### src/rtl/pipe_ctrl_pkg.sv
// Shared constants for the pipeline hazard/flow controller.
// Controller state encodings and default address width.
package pipe_ctrl_pkg;

    localparam int ADDR_W_DEF = 4;

    localparam logic [1:0] RUN    = 2'd0;
    localparam logic [1:0] DRAIN  = 2'd1;
    localparam logic [1:0] HALTED = 2'd2;

endpackage

### src/rtl/load_use_detect.sv
// Load-use hazard compare between the EX load and the ID sources.
// R0 is hardwired zero, so it never creates a dependency.
module load_use_detect #(
    parameter int ADDR_W = 4
) (
    input  logic [ADDR_W-1:0] src0_addr_i,
    input  logic              src0_re_i,
    input  logic [ADDR_W-1:0] src1_addr_i,
    input  logic              src1_re_i,
    input  logic [ADDR_W-1:0] dst_addr_i,
    input  logic              dm_re_i,
    output logic              hazard_o
);

    logic dst_nz;
    logic hit0;
    logic hit1;

    // Dependency exists only on a real read of a non-zero load target
    always_comb begin
        dst_nz   = (dst_addr_i != '0);
        hit0     = src0_re_i && (src0_addr_i == dst_addr_i);
        hit1     = src1_re_i && (src1_addr_i == dst_addr_i);
        hazard_o = dm_re_i && dst_nz && (hit0 || hit1);
    end

endmodule

### src/rtl/pipeline_hazard_ctrl.sv
// Hazard and flow controller for the 5-stage core.
// Sequences PC/IM_ID/ID_EX for load-use, branches, memory waits and HLT.
module pipeline_hazard_ctrl
    import pipe_ctrl_pkg::*;
#(
    parameter int ADDR_W       = ADDR_W_DEF,
    parameter int DRAIN_CYCLES = 3,
    parameter int CNT_W        = 16
) (
    input  logic              clk,
    input  logic              rst_n,
    input  logic [ADDR_W-1:0] src0_addr_ID,
    input  logic              src0_re_ID,
    input  logic [ADDR_W-1:0] src1_addr_ID,
    input  logic              src1_re_ID,
    input  logic [ADDR_W-1:0] dst_addr_ID_EX,
    input  logic              dm_re_ID_EX,
    input  logic              br_taken_ID_EX,
    input  logic              hlt_ID_EX,
    input  logic              dm_acc_EX_DM,
    input  logic              dm_rdy,
    output logic              stall,
    output logic              freeze,
    output logic              flow_change_ID_EX,
    output logic              flush_IM_ID,
    output logic              flush_ID_EX,
    output logic              hlt,
    output logic [CNT_W-1:0]  bubble_cnt
);

    localparam int DCW = (DRAIN_CYCLES > 1) ? $clog2(DRAIN_CYCLES) : 1;
    localparam logic [DCW-1:0] DRAIN_LOAD = DCW'(DRAIN_CYCLES - 1);

    logic [1:0]       state_q;
    logic [1:0]       state_d;
    logic [DCW-1:0]   drain_q;
    logic [DCW-1:0]   drain_d;
    logic             hlt_q;
    logic             hlt_d;
    logic [CNT_W-1:0] bubble_q;
    logic [CNT_W-1:0] bubble_d;

    logic load_use;
    logic mem_wait;
    logic stall_c;
    logic freeze_c;
    logic flow_c;
    logic fl_im_id_c;
    logic fl_id_ex_c;
    logic bubble_inc;

    load_use_detect #(
        .ADDR_W (ADDR_W)
    ) u_lud (
        .src0_addr_i (src0_addr_ID),
        .src0_re_i   (src0_re_ID),
        .src1_addr_i (src1_addr_ID),
        .src1_re_i   (src1_re_ID),
        .dst_addr_i  (dst_addr_ID_EX),
        .dm_re_i     (dm_re_ID_EX),
        .hazard_o    (load_use)
    );

    assign mem_wait = dm_acc_EX_DM && !dm_rdy;

    // Priority decode of control outputs and next state
    always_comb begin
        stall_c    = 1'b0;
        freeze_c   = 1'b0;
        flow_c     = 1'b0;
        fl_im_id_c = 1'b0;
        fl_id_ex_c = 1'b0;
        state_d    = state_q;
        drain_d    = drain_q;
        priority case (1'b1)
            (state_q == HALTED): begin
                stall_c    = 1'b1;
                fl_im_id_c = 1'b1;
            end
            mem_wait: begin
                stall_c  = 1'b1;
                freeze_c = 1'b1;
            end
            (state_q == DRAIN): begin
                stall_c    = 1'b1;
                fl_im_id_c = 1'b1;
                if (drain_q == '0) begin
                    state_d = HALTED;
                end else begin
                    drain_d = drain_q - 1'b1;
                end
            end
            hlt_ID_EX: begin
                stall_c    = 1'b1;
                fl_im_id_c = 1'b1;
                fl_id_ex_c = 1'b1;
                state_d    = DRAIN;
                drain_d    = DRAIN_LOAD;
            end
            br_taken_ID_EX: begin
                flow_c     = 1'b1;
                fl_im_id_c = 1'b1;
                fl_id_ex_c = 1'b1;
            end
            load_use: begin
                stall_c    = 1'b1;
                fl_id_ex_c = 1'b1;
            end
            default: begin
                state_d = RUN;
            end
        endcase
    end

    // Halt flag and saturating lost-cycle counter next state
    always_comb begin
        hlt_d      = (state_d == HALTED);
        bubble_inc = (state_q != HALTED) && (stall_c || fl_id_ex_c);
        bubble_d   = bubble_q;
        if (bubble_inc && (bubble_q != '1)) begin
            bubble_d = bubble_q + 1'b1;
        end
    end

    // Controller state registers
    always_ff @(posedge clk or negedge rst_n) begin
        if (!rst_n) begin
            state_q  <= RUN;
            drain_q  <= '0;
            hlt_q    <= 1'b0;
            bubble_q <= '0;
        end else begin
            state_q  <= state_d;
            drain_q  <= drain_d;
            hlt_q    <= hlt_d;
            bubble_q <= bubble_d;
        end
    end

    // Outputs held low while reset is asserted
    always_comb begin
        stall             = rst_n && stall_c;
        freeze            = rst_n && freeze_c;
        flow_change_ID_EX = rst_n && flow_c;
        flush_IM_ID       = rst_n && fl_im_id_c;
        flush_ID_EX       = rst_n && fl_id_ex_c;
        hlt               = hlt_q;
        bubble_cnt        = bubble_q;
    end

endmodule

### config.mk
export PLATFORM = sky130hd
export DESIGN_NAME = pipeline_hazard_ctrl
export DESIGN_NICKNAME = d
export VERILOG_FILES = /design/src/rtl/pipe_ctrl_pkg.sv /design/src/rtl/load_use_detect.sv /design/src/rtl/pipeline_hazard_ctrl.sv
export SDC_FILE = /design/constraint.sdc
export NUM_CORES = 1
export LEC_CHECK = 0
export BUFFER_PORTS_ARGS = -buffer_cell sky130_fd_sc_hd__clkbuf_2
export CAP_MARGIN = 15
export CORE_MARGIN = 5
export CORE_UTILIZATION = 30
export CTS_BUF_LIST = sky130_fd_sc_hd__clkbuf_4 sky130_fd_sc_hd__clkbuf_8
export DETAILED_ROUTE_END_ITERATION = 8
export GPL_TIMING_DRIVEN = 0
export SYNTH_ARGS = -nofsm -noshare
export SYNTH_HDL_FRONTEND = slang
export SYNTH_SLANG_ARGS = --single-unit
export TNS_END_PERCENT = 100
### constraint.sdc
create_clock -name clk -period 3.4 [get_ports clk]
set_input_delay 0.17 -clock clk [delete_from_list [all_inputs] [get_ports clk]]
set_output_delay 0.17 -clock clk [all_outputs]
set_load 0.02 [all_outputs]
==> results of run 1 <==
## power by group through the flow
stage	Clock, mW	Sequential (mW)	Combinational [mW]
floorplan	0	0.452	0.255
global placement	0	0.402	0.442
detailed placement	0	0.403	0.451
CTS	0.177	0.400	0.451
global route	0.191	0.417	0.497
finish	0.170	0.400	0.445
## through the flow
stage / cell area, sq um / hold WS (ps) / instances / utilization (%)
finish: 1600 / 281 / 231 / 39.4
global route: 1600 / 305 / 231 / 39.4
CTS: 1600 / 268 / 231 / 39.4
detailed placement: 1540 / 200 / 226 / 37.9
global placement: 1540 / 205 / 226 / 37.9
floorplan: 1270 / -126 / 135 / -
## worst max path at each step
stage	startpoint	endpoint	slack [ps]	cells after the start
after floorplan	bubble_cnt[0]	bubble_cnt[1]	1350	7
after global placement	bubble_cnt[0]	bubble_cnt[1]	1220	7
after detailed placement	bubble_cnt[0]	bubble_cnt[1]	1200	7
after CTS	bubble_cnt[0]	bubble_cnt[1]	1180	7
after global routing	bubble_cnt[0]	bubble_cnt[1]	1030	7
final	bubble_cnt[0]	bubble_cnt[1]	1190	7
## worst max-delay path, cell delays in order, from the launching register on
cell	delay, ps
dfrtp_1	410
ha_1	160
clkbuf_1	320
nand4_1	180
or3_1	330
clkbuf_1	210
nand2_1	150
mux2_2	340
## layout make-up
| class | instances | area, sq um | share of cell area (%) |
|---|---|---|---|
| well taps | 50 | 62.6 | 3.92 |
| multi-input cells | 104 | 701 | 43.9 |
| plain buffers | 5 | 26.3 | 1.64 |
| clock buffers | 4 | 48.8 | 3.05 |
| flip-flops and latches | 21 | 526 | 32.9 |
| repair buffers | 42 | 215 | 13.5 |
| inverters | 5 | 18.8 | 1.17 |
## layout by cell type (no fill, tap or decap), drive strengths merged
cell type	netlist	layout
nor2	4	4
and2	3	3
inv	5	5
dfrtp	21	21
and3	13	13
mux2	1	1
nand2	7	7
xor2	7	7
ha	2	2
buf	1	1
a311oi	1	1
dlygate4sd3	0	1
o211ai	2	2
nor3	2	2
o21ai	6	6
xnor2	15	15
nand2b	2	2
nand3	14	14
o41a	1	1
o41ai	1	1
a31oi	3	3
o2111ai	1	1
nor4	2	2
nand4	5	5
or3	1	1
clkbuf	4	49
a21oi	7	7
nor2b	2	2
o31ai	1	1
a21boi	1	1
## registers in the layout, summed over array words and instances (netlist names)
signal	cells
bubble_cnt	16
hlt	1
drain_q	2
state_q	2
## kinds of logic after synthesis
kind of cell	synth area share [%]
AOI/OAI and AO/OA	12.5
muxes	0.886
and+or+nand+nor	24.6
adders and majority gates	1.97
xor gates and xnor gates	15.2
buffers and inverters	3.54
DFF	41.3
## layer usage
metal / track usage, % / vias up / part of all wire [%]
li1: - / 578 / -
met1: 14.7 / 538 / 47
met2: 19.0 / 41 / 42
met3: 2.67 / 2 / 9.8
met4: 2.37 / 0 / 0.60
met5: 0 / - / 0
## timing repair
item	CTS	global route
hold buffers	1	0
resized for setup	0	0
setup endpoints to repair	0	0
endpoints found under the hold margin	21	0
==> impl_metrics.yaml, run 1 <==
run_status:
  status: "completed"
timing:
  slew_headroom_pct: 60.5
  finalHoldViolations: 0
  finalWorstSetupSlack_ps: 1190
  setup_viol: 0
  finClkSkew_ps: 1.49
  rsz0062_at_grt: "no"
  worstMarginPinSlew_ps: 593
  finalCritPeriodShare_pct: 64.9
  setup_tns_ps: 0
  slew_viol_final: 0
  finalCriticalPeriod_ps: 2210
  max_freq_ghz: 0.453
synthesis:
  synth.distinct_cells: 32
  synth-seq-cells: 21
  synth-main-ff-cell: "dfrtp_1"
  synth_edf_count: 0
  synth_common_cells: "dfrtp_1, xnor2_1, nand3_1"
  ys_seq_area_share_pct: 41.3
  async_flop_share_pct: 100
  synth_area_per_cell_sq_um: 9.42
  yosysMostFrequentCell: "dfrtp_1"
  synth_top_area_cell: "dfrtp_1"
  synth_nets: 158
  yosysWarnings: 0
  syn_inst: 135
  synthTopCellsByArea: "dfrtp_1, xnor2_1, and3_1, nand3_1, xor2_1"
  netlist_area_sq_um: 1270
  synth_top_area_share_pct: 41.3
power_and_ir_drop:
  p_sw_share_pct: 41.2
  p_leak_nw: 0.755
  p_per_area_nw_per_um2: 636
  p_sw_mw: 0.419
  p_comb_share_pct: 43.9
  p_seq_share_pct: 39.3
  pwr-share-clk_pct: 16.8
  irDropWorstVdd_uv: 356
  p_total_mw: 1.02
  p_int_mw: 0.597
clock_tree:
  cts_sinks: 21
  cts.reportedPaths.clkPinSlew_ps: 70
  cts_buffers: 3
  postCtsSetupBuffers: 0
  clk_latency_ps: 260
  cts.htree.levels: 1
  root_buffer: "clkbuf_8"
  clk_path_buf_depth: 2
  cts_tree: "done"
cells_and_area:
  diodes: 0
  area_growth_pct: 25.7
  final_nets: 205
  fillers: 434
  drive_above_1_share_pct: 28.2
worst_setup_path:
  rr_startpoint: "bubble_cnt[0]"
  r2r_slack_ps: 1190
  cp-end-kind: "flip-flop"
  crit_path_start_kind: "flip-flop"
  timing.rr.end: "bubble_cnt[1]"
  r2r_cells: 7
  arrival_ps: 2350
  crit_required_ps: 3550
  crit_type: "reg -> reg"
  cp_max_fo: 9
die:
  die-area_sq_um: 5640
  start_util_pct: 31.3
  die_x_um: 75.1
  die_h_um: 75.1
  rows: 23
  coreArea_sq_um: 4060
  pin_count: 43
routing:
  ant_nets: 0
  route.vias.total: 1159
  vias_per_cell: 5.02
  wl_per_cell_um: 12.9
  drt_wl_total_mm: 2.98
  drt_first_pass_iters: 4
  drc: 0
  drt_iter0_drc: 56
hold_path:
  worstHoldStart: "dm_rdy"
  hold_path_depth: 4
  hp-class: "in -> reg"
  worstHoldEndpoint: "drain_q[1]"
global_routing:
  grt-ovfl-total: 0
  antenna_found_initial: 0
  track_usage_pct: 11.3
  grt_pass1_vias: 1126
  grt_pass1_wl_mm: 4.96
  grt_start_max_net_pins: 26
placement:
  dpl.hpwl_mm: 2.28
  place_ws_ps: 1200
  portBuffers: 41
  gp_congestion: 0.770
flow_run:
  cap_viol_max_count: 0
No activity file was read; power rests on OpenSTA's default activity.
==> run 2, diff against run 1 <==
- clock period: 3.4 -> 1.82 ns (I/O delays scaled with it)
==> run 2 against run 1 <==
Final cell count up 2.6%. Worst setup slack lost 1100 ps. Die area stayed put. Clock power grew 84%. Non-clock buffer count grew 6. Critical path depth fell by 1. Flip-flop and latch count stayed put. Power rose by 99%. Clock skew up 1.8 ps. Largest cell class unchanged.
==> impl_metrics.yaml, run 2 (synthesis results as in run 1) <==
hold_path:
  worstHoldStart: "dm_rdy"
  hold_path_depth: 4
  hp-class: "in -> reg"
routing:
  drt_iter0_drc: 63
  drt_first_pass_iters: 4
  ant_nets: 0
  drt_wl_total_mm: 3.09
  wl_per_cell_um: 13.0
  vias_per_cell: 4.97
  route.vias.total: 1177
  drc: 0
power_and_ir_drop:
  irDropWorstVdd_uv: 715
  p_comb_share_pct: 46.9
  p_leak_nw: 0.797
  pwr-share-clk_pct: 15.4
  p_sw_mw: 0.826
  p_seq_share_pct: 37.6
  p_per_area_nw_per_um2: 1160
  p_total_mw: 2.02
  p_int_mw: 1.20
  p_sw_share_pct: 40.8
clock_tree:
  root_buffer: "clkbuf_8"
  cts.htree.levels: 1
  cts_tree: "done"
  clk_path_buf_depth: 2
  cts.reportedPaths.clkPinSlew_ps: 80
  cts_buffers: 3
  cts_sinks: 21
  clk_latency_ps: 270
cells_and_area:
  diodes: 0
  final_cell_mix: "clkbuf_2, xnor2_1, dfrtp_1, nand3_1, and3_1"
  area_growth_pct: 37.3
  stdcell_count: 237
  multi_input_area_sq_um: 763
  drive_above_1_share_pct: 42.2
  final_nets: 211
  mostFrequentLayoutCell: "clkbuf_2"
  largest_reg_flops: 16
  seq_area_sq_um: 536
  final_area_sq_um: 1750
  fillers: 396
placement:
  portBuffers: 41
  dp_cells: 226
  dpl.hpwl_mm: 2.20
  place_area_sq_um: 1580
  gp_congestion: 0.748
worst_setup_path:
  crit_required_ps: 1970
  crit_end: "bubble_cnt[1]"
  crit_type: "reg -> reg"
  r2r_slack_ps: 70
  crit_path_start_kind: "flip-flop"
  arrival_ps: 1900
  cp_max_fo: 9
  rr_startpoint: "bubble_cnt[0]"
  r2r_cells: 6
  timing.rr.end: "bubble_cnt[1]"
  cp-end-kind: "flip-flop"
  critPathMaxStageDelay_ps: 420
  cpMaxStageDelayCell: "or3_4"
  crit_chain: "ha_4 -> nand4_1 -> or3_4 -> buf_8 -> nand2_4 -> mux2_4"
  worstSetupStartpoint: "bubble_cnt[0]"
die:
  rows: 23
  die-area_sq_um: 5640
  start_util_pct: 31.3
  die_x_um: 75.1
  coreArea_sq_um: 4060
  pin_count: 43
  die_h_um: 75.1
timing:
  slew_headroom_pct: 37.1
  slew_viol_final: 0
  worstMarginPinSlew_ps: 941
  setup_viol: 0
  finalHoldViolations: 0
  rsz0062_at_grt: "no"
  finalCriticalPeriod_ps: 1750
  max_freq_ghz: 0.571
  hold_ws_ps: 191
  finClkSkew_ps: 3.29
  finalCritPeriodShare_pct: 96.2
  setup_tns_ps: 0
global_routing:
  grt_pass1_wl_mm: 4.86
  use_met1_pct: 15.2
  grt_pass1_vias: 1101
  met3_usage_pct: 1.87
  grt_start_max_net_pins: 22
  grtUsageMet2_pct: 17.5
  track_usage_pct: 11.2
  antenna_found_initial: 0
  grt-ovfl-total: 0
  busiest_layer: "met2"
run_status:
  status: "completed"
flow_run:
  cap_viol_max_count: 0
[run 2: cell count changes in the layout (fill, tap and decap cells not counted), sizes merged]
cell	change
buf	+7
clkinv	+1
clkbuf	-2
[run 2: worst min path at each step]
stage	end	slack (ps)
after detailed placement	bubble_cnt[6]	130
after CTS	drain_q[1]	190
final	drain_q[1]	190
after global routing	drain_q[1]	220
after floorplan	bubble_cnt[0]	-200
after global placement	bubble_cnt[6]	130
[run 2: per-layer routing]
metal	wire length (um)	up-vias
met5	0	-
met3	266	5
li1	-	593
met2	1290	38
met1	1480	541
met4	50	0
[run 2: worst max-delay path: cells and delay by family (launching register included)]
kind	cells	cell delay, ps
multiplexers	1	290
AND/OR/NAND/NOR	3	620
buffers and inverters	1	140
adder cells (fa/ha/maj)	1	190
flip-flops	1	390
[run 2: final cells by class]
type	count	share of cell area, %
multi-input cells	104	43.7
flip-flops and latches	21	30.7
repair buffers	49	16.3
well taps	50	3.58
clock buffers	3	2.37
plain buffers	4	1.94
inverters	5	1.08
clock inverters	1	0.287
[run 2: repair_timing]
action,4_1_cts,5_1_grt
hold buffers,1,0
gates cloned,0,1
resized for setup,3,11
setup endpoints to repair,4,8
hold endpoints to repair,21,0
pin swaps,0,5
buffers inserted,2,4
[run 2: power groups by stage]
stage / Combinational [mW] / Clock, mW / Sequential [mW]
2_1_floorplan: 0.507 / 0 / 0.870
3_3_place_gp: 0.858 / 0 / 0.775
3_5_place_dp: 0.872 / 0 / 0.774
4_1_cts: 0.933 / 0.322 / 0.758
5_1_grt: 1.06 / 0.343 / 0.791
6_report: 0.950 / 0.312 / 0.761
[run 2: metrics by stage]
step                util (%)  worst slack [ps]
finish                  43.0              68.6
global route            43.0              1.83
CTS                     41.0              14.1
detailed placement      39.0              -196
global placement        39.0              -188
floorplan                  -             -1.52
